File: src/rtl/arbitro_rr.sv
// arbitro_rr: N-input FIFO arbiter (round-robin or fixed priority) with per-destination backpressure
//   clk          rising-edge system clock
//   reset        asynchronous, active-high
//   FIFO_empty   empty flag per input FIFO
//   Almost_full  almost-full flag per output FIFO
//   dest         packed head-word destination, channel i at [i*DEST_W +: DEST_W]
//   Pops         registered one-hot pop strobe to input FIFOs
//   Push         registered one-hot push strobe to output FIFOs, one cycle after Pops
//   active_ch    index of the channel being popped, valid when |Pops
//   idle         no pop and no push in progress
module arbitro_rr #(
    parameter int N_CH   = 4,
    parameter int DEST_W = 2,
    parameter int MODE   = 1
) (
    input  logic                     clk,
    input  logic                     reset,
    input  logic [N_CH-1:0]          FIFO_empty,
    input  logic [N_CH-1:0]          Almost_full,
    input  logic [N_CH*DEST_W-1:0]   dest,
    output logic [N_CH-1:0]          Pops,
    output logic [N_CH-1:0]          Push,
    output logic [DEST_W-1:0]        active_ch,
    output logic                     idle
);
    logic [DEST_W-1:0] dv [N_CH];
    logic [N_CH-1:0]   elig;
    logic [DEST_W-1:0] ptr, sel, d;
    logic              found;

    // search order: upward from ptr in round-robin mode, from 0 in fixed-priority mode
    function automatic int rot(logic [DEST_W-1:0] p, int k);
        return MODE == 1 ? (int'(p) + k) % N_CH : k;
    endfunction

    // a channel popped this cycle still shows a stale empty flag, so it is masked
    always_comb begin
        for (int i = 0; i < N_CH; i++) begin
            dv[i]   = dest[i*DEST_W +: DEST_W];
            elig[i] = !FIFO_empty[i] && (32'(dv[i]) < N_CH) && !Almost_full[dv[i]] && !Pops[i];
        end
    end

    always_comb begin
        found = 1'b0;
        sel   = '0;
        for (int k = 0; k < N_CH; k++) begin
            if (!found && elig[rot(ptr, k)]) begin
                found = 1'b1;
                sel   = DEST_W'(rot(ptr, k));
            end
        end
    end

    // Push follows Pops by one cycle using the destination captured at grant time
    always_ff @(posedge clk or posedge reset) begin
        if (reset) begin
            Pops      <= '0;
            Push      <= '0;
            active_ch <= '0;
            ptr       <= '0;
            d         <= '0;
        end else begin
            Push <= |Pops ? N_CH'(1) << d : '0;
            Pops <= found ? N_CH'(1) << sel : '0;
            if (found) begin
                active_ch <= sel;
                d         <= dv[sel];
                if (MODE == 1)
                    ptr <= DEST_W'((int'(sel) + 1) % N_CH);
            end
        end
    end

    assign idle = ~|{Pops, Push};
endmodule

File: config.mk
export PLATFORM = sky130hd
export DESIGN_NAME = arbitro_rr
export DESIGN_NICKNAME = d
export VERILOG_FILES = /design/src/rtl/arbitro_rr.sv
export SDC_FILE = /design/constraint.sdc
export NUM_CORES = 1
export LEC_CHECK = 0
export CAP_MARGIN = 20
export CORE_ASPECT_RATIO = 1.4
export CORE_MARGIN = 2
export CORE_UTILIZATION = 44
export DETAILED_ROUTE_END_ITERATION = 12
export GPL_ROUTABILITY_DRIVEN = 0
export HOLD_SLACK_MARGIN = 0.05
export PLACE_DENSITY = 0.78
export SLEW_MARGIN = 20
export SYNTH_ARGS = -nofsm -noshare
export SYNTH_HDL_FRONTEND = slang
export SYNTH_SLANG_ARGS = --single-unit
File: constraint.sdc
create_clock -name clk -period 2.34 [get_ports clk]
set_input_delay 0.468 -clock clk [delete_from_list [all_inputs] [get_ports clk]]
set_output_delay 0.468 -clock clk [all_outputs]
set_load 0.05 [all_outputs]
# Word level (Yosys, flattened, before mapping)
# Cells that the tools add are included.
dict set report word_totals {
  reg_bits 14
  n_memories 0
  ram_bits 0
  wordCells 88
  latch_bits 0
  mem_bits_ro 0
}
dict set report classes {
  n_eq_ne 0
  bitwise 4
  muxes 32
  reduce_logical 32
  order_cmp 9
  addsub 4
  n_div 0
  multipliers 0
  n_shift 2
}
# op count
set ops {}
lappend ops {{$bmux 1 s2} 8}
lappend ops {{$logic_not 1->1} 16}
lappend ops {{$lt 2x3->1 const B} 5}
lappend ops {{$mux 1} 15}
lappend ops {{$lt 3x4->1 const B} 3}
lappend ops {{$mux 2} 6}
lappend ops {{$logic_and 1x1->1} 11}
lappend ops {{$mux 4} 2}
lappend ops {{$reduce_or 8->1} 1}
lappend ops {{$shl 1x2->4 const A} 2}
lappend ops {{$reduce_or 2->1} 3}
lappend ops {{$add 2x1->2 const B} 2}
lappend ops {{$add 2x2->2 const B} 2}
lappend ops {{$bmux 2 s2} 1}
lappend ops {{$reduce_or 4->1} 1}
lappend ops {{$and 1x1->1 const A} 3}
lappend ops {{$ge 3x3->1 const B} 1}
lappend ops {{$not 2->3} 1}

# Longest topological paths before layout
# Gate-level depths: netlist of the first run.
dict set report depth {
  word_depth 21
  mapped_depth 9
  depth_no_buf 8
}

# Worst setup path after synthesis of the first run
# No wires, ideal clock.
dict set report synth_path {
  path_type {in2reg}
  startpoint {in dest[4]}
  endpoint {reg ptr[1]}
  cell_stages 8
  arrival_ns 2.289
  n_path_buf 1
  setup_time_ns 0.127
  slack_ns -0.077
  cell_sequence {mux4_2 or3_4 o2bb2ai_1 mux2i_1 and2_4 buf_6 ha_1 mux2_1}
}
dict set report synth_via {
  elab_chain_len 18
  word_cells_on_any_way 31
}
# item line
set synth_rtl {}
lappend synth_rtl {{start: declaration} 20} ;# input logic [N_CH*DEST_W-1:0] dest,
lappend synth_rtl {{$bmux 1 s2 (*)} 40} ;# elig[i] = !FIFO_empty[i] && (32'(dv[i]) < N_CH) && !Almost_full[dv[i]] && !Pops[i];
lappend synth_rtl {{$mux 1 (implied by the code) (*)} 40}
lappend synth_rtl {{$logic_not 1->1 (*)} 40}
lappend synth_rtl {{$logic_and 1x1->1 (*) (2 in series)} 40}
lappend synth_rtl {{$bmux 1 s2} 48} ;# if (!found && elig[rot(ptr, k)]) begin
lappend synth_rtl {{$mux 1 (implied by the code)} 48}
lappend synth_rtl {{$mux 1} 48}
lappend synth_rtl {{$logic_not 1->1} 48}
lappend synth_rtl {{$logic_and 1x1->1} 48}
lappend synth_rtl {{$mux 1} 48}
lappend synth_rtl {{$logic_not 1->1} 48}
lappend synth_rtl {{$logic_and 1x1->1} 48}
lappend synth_rtl {{$mux 1} 48}
lappend synth_rtl {{$logic_not 1->1} 48}
lappend synth_rtl {{$logic_and 1x1->1} 48}
lappend synth_rtl {{$mux 2} 48}
lappend synth_rtl {{$add 2x1->2} 70} ;# ptr <= DEST_W'((int'(sel) + 1) % N_CH);
lappend synth_rtl {{end signal: assignment} 70}
lappend synth_rtl {{end: declaration} 28} ;# logic [DEST_W-1:0] ptr, sel, d;
# Mark *: on every way between the ends. The rest lies on a longest branch, timed or not. The select of a mux whose other input is x is not followed.
# A chain may end at the register's enable or synchronous reset.

# Worst setup path in the final report of the first run
# Ends and elaborated chain as after synthesis.

==> out/qor.csv, run 1 <==
stage,metric,value,unit
status,status,"finished, final reports clean",
timing,Hold Fails Final Rpt,0,
run,max-cap violations,0,
synthesis,share of the synthesized area in the top cell type,41.5,%
synthesis,"top cells by count, synth","14 x dfrtp_1, 7 x mux2i_1, 6 x nand2_1",
critical_path,Worst path max stage delay,0.51,ns
timing,Slew @ Worst Pin,0.510,ns
die,row cnt,18,
die,die outline area,0.00229,sq mm
placed_design,HPWL Detailed,1.72,mm
synthesis,Post-synth ARST share,100,%
drt,post-route ant nets,0,
drt,Via density,5.30,
synthesis,multiplexer share of the synthesized area,17.6,%
global_route,vias in the first global route,797,
power_and_ir_drop,worst vdd ir,0.740,mV
clock_network,CTS max path bufs,2,
global_route,grt peak-use layer,met2,
synthesis,Yosys reg bits,14,
timing,fin. max-slew vios,0,
synthesis,Post-Synth XOR/XNOR Area,0,%
clock_network,TritonCTS clock tree,done,
synthesis,main combinational cell family by area after synthesis,simple AND/OR/NAND/NOR gates,
global_route,met2 Track Usage GR,37.5,%
timing,Fmax,0.435,GHz
layout,# nets final,141,
critical_path,CP top delay family,multiplexers,
power_and_ir_drop,sequential share of power,28.2,%
critical_path,critical path cell sequence,clkdlybuf4s15_1 > mux4_2 > or3_4 > o2bb2ai_2 > mux2i_1 > and2_4 > ha_4 > mux2_4,
synthesis,Mapped Area,845,sq um
critical_path,critical path type,input pin to flip-flop,
synthesis,Yosys top cell by area,dfrtp_1,
die,DIE WIDTH,41.0,um
layout,Layout Area Growth over Synthesis,55.3,%
layout,Storage cell area,350,sq um
clock_network,Worst-path clk slew,0.09,ns
synthesis,Synth Area in Compound Gates,10.4,%
die,number of I/O pins,29,
global_route,GRT overflow,0,
drt,Routed WL,2.11,mm
critical_path,FF-to-FF path depth,7,
global_route,GRT met1 Usage,28.2,%
drt,vias post-DR,732,
critical_path,CP Depth,8,
placed_design,Port Buffers,28,
synthesis,Simple-Gate Fraction of Synth Area,20.1,%
hold_path,worst hold path class,flip-flop to flip-flop,
drt,Starting DRT DRC Count,15,
synthesis,Most used DFF post-synth,dfrtp_1,
synthesis,Area contributors post-synth,"dfrtp_1 41%, mux2i_1 8.3%, mux4_2 8.0%, ha_1 5.9%, nor2b_1 3.0%",
drt,1st-pass router iterations,4,
critical_path,nature of the critical path endpoint,flip-flop,
clock_network,H-tree Lvls,1,
synthesis,Yosys warnings,0,
die,CORE AREA,0.00178,sq mm
synthesis,adder-cell area share of the yosys netlist,5.93,%
clock_network,clock sinks,14,
power_and_ir_drop,Gate power share,59.8,%
critical_path,CP required,2.51,ns
critical_path,critical path arrival,2.47,ns
global_route,Total GRT Usage,23.3,%
drt,DR WL/cell,15.3,um
critical_path,crit start category,input pin,
timing,setup tns final,0,ns
synthesis,"Distinct cells, synth",29,
timing,Setup Viol. Count Final,0,
power_and_ir_drop,cell-internal power,0.804,mW
global_route,Global Route met3 Usage,5.60,%
timing,min Tclk post-route,2.30,ns
clock_network,clk root buf,clkbuf_4,
synthesis,"Seq/Total Area, Yosys",41.5,%
die,die height,55.8,um
die,initial core utilization,47.5,%
synthesis,Mapped Cells,75,
clock_network,Skew-Pair Late Insertion Delay,0.28,ns
timing,"Period Utilization, post-route",98.2,%
power_and_ir_drop,LEAKAGE,0.629,nW
global_route,pin count of the biggest net entering global routing,15,
global_route,initial antenna violation count,0,
layout,layout cells sized above 1,30.5,%
power_and_ir_drop,Psw,0.661,mW
clock_network,hold bufs inserted after CTS,0,
layout,# fillers,157,
hold_path,WHS Path Cells,1,
synthesis,"Avg Cell Area, Syn",11.3,sq um
synthesis,Post-Syn Nets,97,
critical_path,CP max stage cell,mux4_2,
power_and_ir_drop,Clk network pwr share,12.0,%
power_and_ir_drop,P per Cell Area,1120,mW/mm^2
timing,clock skew,0.00313,ns
timing,Hold WS,0.465,ns
critical_path,critical-path maximum fanout,4,
layout,area of the multi-input gates,495,sq um
timing,Max transition margin,66.0,%
synthesis,most numerous cell in the Yosys netlist,dfrtp_1,
timing,RSZ-0062 raised after global routing,no,
layout,Antenna diodes,0,
critical_path,worst path bufs/invs,1,
drt,DR DRC count,0,
power_and_ir_drop,Net Sw Frac,45.1,%
global_route,wire length of the first global-routing pass,3.60,mm
clock_network,CTS buffer count,3,
synthesis,Post-synth EDFFs,0,
## power groups by stage
stage                     registers, mW  clock network (mW)  logic (mW)
after global placement            0.413                   0       0.851
final                             0.413               0.176       0.876
after detailed placement          0.417                   0       0.870
after CTS                         0.416               0.179       0.875
after floorplan                   0.600                   0       0.349
after global routing              0.429               0.197       0.940
## timing repair
item                       CTS  global route
gates resized for setup     10            12
pin swaps                    5             5
setup buffers                0             1
setup endpoints to repair    8             6
## per-stage QoR
step	area, sq um	power [mW]	std cells	util (%)	worst slack (ns)
after floorplan	873	0.949	75	-	-0.00882
after global placement	1260	1.26	133	70.8	-0.471
after detailed placement	1260	1.29	133	70.8	-0.525
after CTS	1300	1.47	137	72.9	0.0144
after global routing	1310	1.57	138	73.7	0.00850
final	1310	1.46	138	73.7	0.0410
## worst register-to-register path, stage by stage, from the launching register on
cell,delay (ns)
dfrtp_1,0.43
nor3b_1,0.26
a22oi_2,0.16
o2bb2ai_2,0.14
mux2i_1,0.18
and2_4,0.20
ha_4,0.19
mux2_4,0.26
## logic make-up (layout without fill, tap and decap cells)
| logic type | after synthesis | after routing |
|---|---|---|
| AOI/OAI and AO/OA | 10 | 10 |
| adders and majority gates | 4 | 4 |
| buffers and inverters | 8 | 51 |
| DFF | 14 | 14 |
| muxes | 11 | 11 |
| and+or+nand+nor | 28 | 28 |
## cell type report
cell class | count | share of cell area (%)
multi-input cells | 53 | 37.8
repair buffers | 40 | 28.8
flip-flops and latches | 14 | 26.7
clock buffers | 4 | 2.77
inverters | 7 | 2.00
well taps | 20 | 1.91
## final timing paths
check,to,slack [ns],from
setup / recovery,ptr[1],0.04,dest[4]
hold reg to reg,Push[2],0.46,d[0]
max in group asynchronous,Push[0],1.50,reset
min in group asynchronous,active_ch[0],0.50,reset
hold / removal,Push[2],0.46,d[0]
setup reg to reg,ptr[1],0.41,Pops[3]
## state kept, by name, summed over array words and instances (netlist names)
| signal | count |
|---|---|
| d | 2 |
| ptr | 2 |
| Pops | 4 |
| active_ch | 2 |
| Push | 4 |
## metal layers
layer  vias to the layer above  share of wire (%)
li1                        355                  -
met1                       352                 38
met2                        19                 55
met3                         6                4.8
met4                         0                2.1
met5                         -                  0
## layout by cell type (no fill, tap or decap), types with 3 or more instances in the layout
cell type	count
clkdlybuf4s50_1	18
mux4_2	3
nor2b_1	4
buf_4	11
nor3_1	3
mux2i_1	7
dfrtp_1	14
ha_1	3
nand2_1	6
clkdlybuf4s15_1	4
clkbuf_4	3
nor2_1	4
inv_1	4
Power figures use the tool's default switching activity.
==> run 2: changes to the inputs <==
--- a/config.mk
+++ b/config.mk
@@ -9,8 +9,9 @@
 export CORE_ASPECT_RATIO = 1.4
 export CORE_MARGIN = 2
 export CORE_UTILIZATION = 44
+export CTS_CLUSTER_SIZE = 8
 export DETAILED_ROUTE_END_ITERATION = 12
-export GPL_ROUTABILITY_DRIVEN = 0
+export GPL_ROUTABILITY_DRIVEN = 1
 export HOLD_SLACK_MARGIN = 0.05
 export PLACE_DENSITY = 0.78
 export SLEW_MARGIN = 20
==> results of run 2 <==
Final layout, timing and power as in run 1 (identical DEF).
==> run 3: changes to the inputs <==
==> constraint.sdc (replaced) <==
create_clock -name clk -period 2.4 [get_ports clk]
set_input_delay 0.48 -clock clk [delete_from_list [all_inputs] [get_ports clk]]
set_output_delay 0.48 -clock clk [all_outputs]
set_load 0.05 [all_outputs]
==> run 3 against run 2 <==
Via count increased by 0.14%. Largest cell class unchanged. Design area decreased by 1.1%. Hold slack about the same. Highest routed layer unchanged.
==> out/qor.csv, run 3 (synthesized netlist as in run 1, its figures left out) <==
stage,metric,value,unit
drt,post-route ant nets,0,
placed_design,Post-DP Area,0.00126,sq mm
placed_design,HPWL Detailed,1.72,mm
clock_network,CTS max path bufs,2,
layout,"commonest non-fill, non-tap cells in the layout","20 x clkdlybuf4s50_1, 14 x dfrtp_1, 11 x buf_4, 7 x mux2i_1, 7 x dlygate4sd2_1",
placed_design,Placer Congestion,0.762,
die,number of I/O pins,29,
drt,Routed met3 length,97,um
global_route,pin count of the biggest net entering global routing,15,
die,die height,55.8,um
drt,Met1 Wirelength,820,um
clock_network,clock sinks,14,
timing,Hold Fails Final Rpt,0,
global_route,wire length of the first global-routing pass,3.62,mm
critical_path,critical path arrival,2.51,ns
timing,clock skew,0.00303,ns
clock_network,H-tree Lvls,1,
layout,final instance area,0.00130,sq mm
layout,layout cells sized above 1,28.2,%
power_and_ir_drop,Pwr Total,1.42,mW
power_and_ir_drop,LEAKAGE,0.610,nW
critical_path,crit start category,input pin,
timing,Fmax,0.427,GHz
global_route,initial antenna violation count,0,
timing,Setup Viol. Count Final,0,
clock_network,# Post-CTS Setup Buffers,0,
placed_design,Port Buffers,28,
drt,Routed WL,2.10,mm
critical_path,CP required,2.57,ns
global_route,vias in the first global route,803,
die,DIE WIDTH,41.0,um
layout,Finished Core Util,72.9,%
drt,1st-pass router iterations,4,
die,row cnt,18,
die,die outline area,0.00229,sq mm
layout,Layout Area Growth over Synthesis,53.6,%
layout,# fillers,157,
critical_path,critical-path maximum fanout,4,
global_route,Total GRT Usage,23.3,%
power_and_ir_drop,P per Cell Area,1100,mW/mm^2
timing,"Period Utilization, post-route",97.5,%
die,initial core utilization,47.5,%
drt,vias post-DR,733,
drt,met2 routed WL,1.14,mm
die,CORE AREA,0.00178,sq mm
timing,RSZ-0062 raised after global routing,no,
drt,highest routed layer,met4,
clock_network,CTS buffer count,3,
timing,min Tclk post-route,2.34,ns
clock_network,clk root buf,clkbuf_4,
layout,Regs by FF count,"Pops x4, Push x4",
layout,Storage cell area,350,sq um
timing,Hold WS,0.465,ns
layout,area of the multi-input gates,495,sq um
layout,# nets final,140,
status,status,"finished, final reports clean",
timing,fin. max-slew vios,0,
drt,Starting DRT DRC Count,14,
power_and_ir_drop,worst vdd ir,0.722,mV
layout,Antenna diodes,0,
timing,Max transition margin,66.1,%
global_route,GRT overflow,0,
timing,Slew @ Worst Pin,0.508,ns
clock_network,Skew-Pair Late Insertion Delay,0.28,ns
layout,"most common cell after layout, fill and taps aside",clkdlybuf4s50_1,
clock_network,Worst-path clk slew,0.09,ns
critical_path,critical path type,input pin to flip-flop,
run,max-cap violations,0,
clock_network,TritonCTS clock tree,done,
critical_path,flop2flop setup slack,0.46,ns
hold_path,worst hold path class,flip-flop to flip-flop,
drt,DR WL/cell,15.3,um
drt,DR DRC count,0,
drt,Via density,5.35,
critical_path,nature of the critical path endpoint,flip-flop,
[run 3: changes by cell type in the layout (fill, tap and decap cells not counted), sizes merged]
cell           delta
dlygate4sd2       +6
buf               -1
clkdlybuf4s50     +2
clkdlybuf4s15     -4
dlymetal6s2s      -2
clkbuf            -2
[run 3: worst max-delay path, cell delays in order]
cell	delay [ns]
clkdlybuf4s50_1	0.50
mux4_2	0.34
nor3_4	0.32
o2bb2ai_2	0.13
mux2i_1	0.10
and2_4	0.18
ha_4	0.20
mux2_4	0.26
[run 3: metrics by stage]
step           setup TNS [ns]  instances  worst slack, ns
3_5_place_dp            -3.65        133           -0.477
6_report                    0        137           0.0600
3_3_place_gp            -3.14        133           -0.423
5_1_grt                     0        137           0.0131
2_1_floorplan               0         75           0.0392
4_1_cts                     0        137           0.0267
[run 3: power by group]
part | total, mW | switching (mW) | internal (mW)
Combinational | 0.847 | 0.484 | 0.363
Clock | 0.172 | 0.0792 | 0.0924
Sequential | 0.403 | 0.0793 | 0.324
[run 3: area by class of cell]
| class | count | share of cell area, % |
|---|---|---|
| clock buffers | 4 | 2.80 |
| inverters | 7 | 2.03 |
| well taps | 20 | 1.93 |
| flip-flops and latches | 14 | 27.0 |
| repair buffers | 39 | 28.1 |
| multi-input cells | 53 | 38.2 |
[run 3: timing repair]
action / CTS / global route
resized for setup: 9 / 2
hold buffers: 0 / 0
pin swaps: 5 / 0
endpoints found under the setup margin: 7 / 7
[run 3: final timing paths]
check | startpoint | end | cells past startpoint
worst max-delay path | dest[1] | ptr[1] | 8
worst min-delay path | d[0] | Push[2] | 1
worst max register to register | Pops[3] | Pops[0] | 9
worst min register to register | d[0] | Push[2] | 1
max in group asynchronous | reset | Push[0] | 2
min in group asynchronous | reset | active_ch[0] | 2
[run 3: routing by layer]
| layer | track usage, % | vias up |
|---|---|---|
| li1 | - | 355 |
| met1 | 28.2 | 352 |
| met2 | 37.7 | 20 |
| met3 | 5.60 | 6 |
| met4 | 8.57 | 0 |
| met5 | 0 | - |
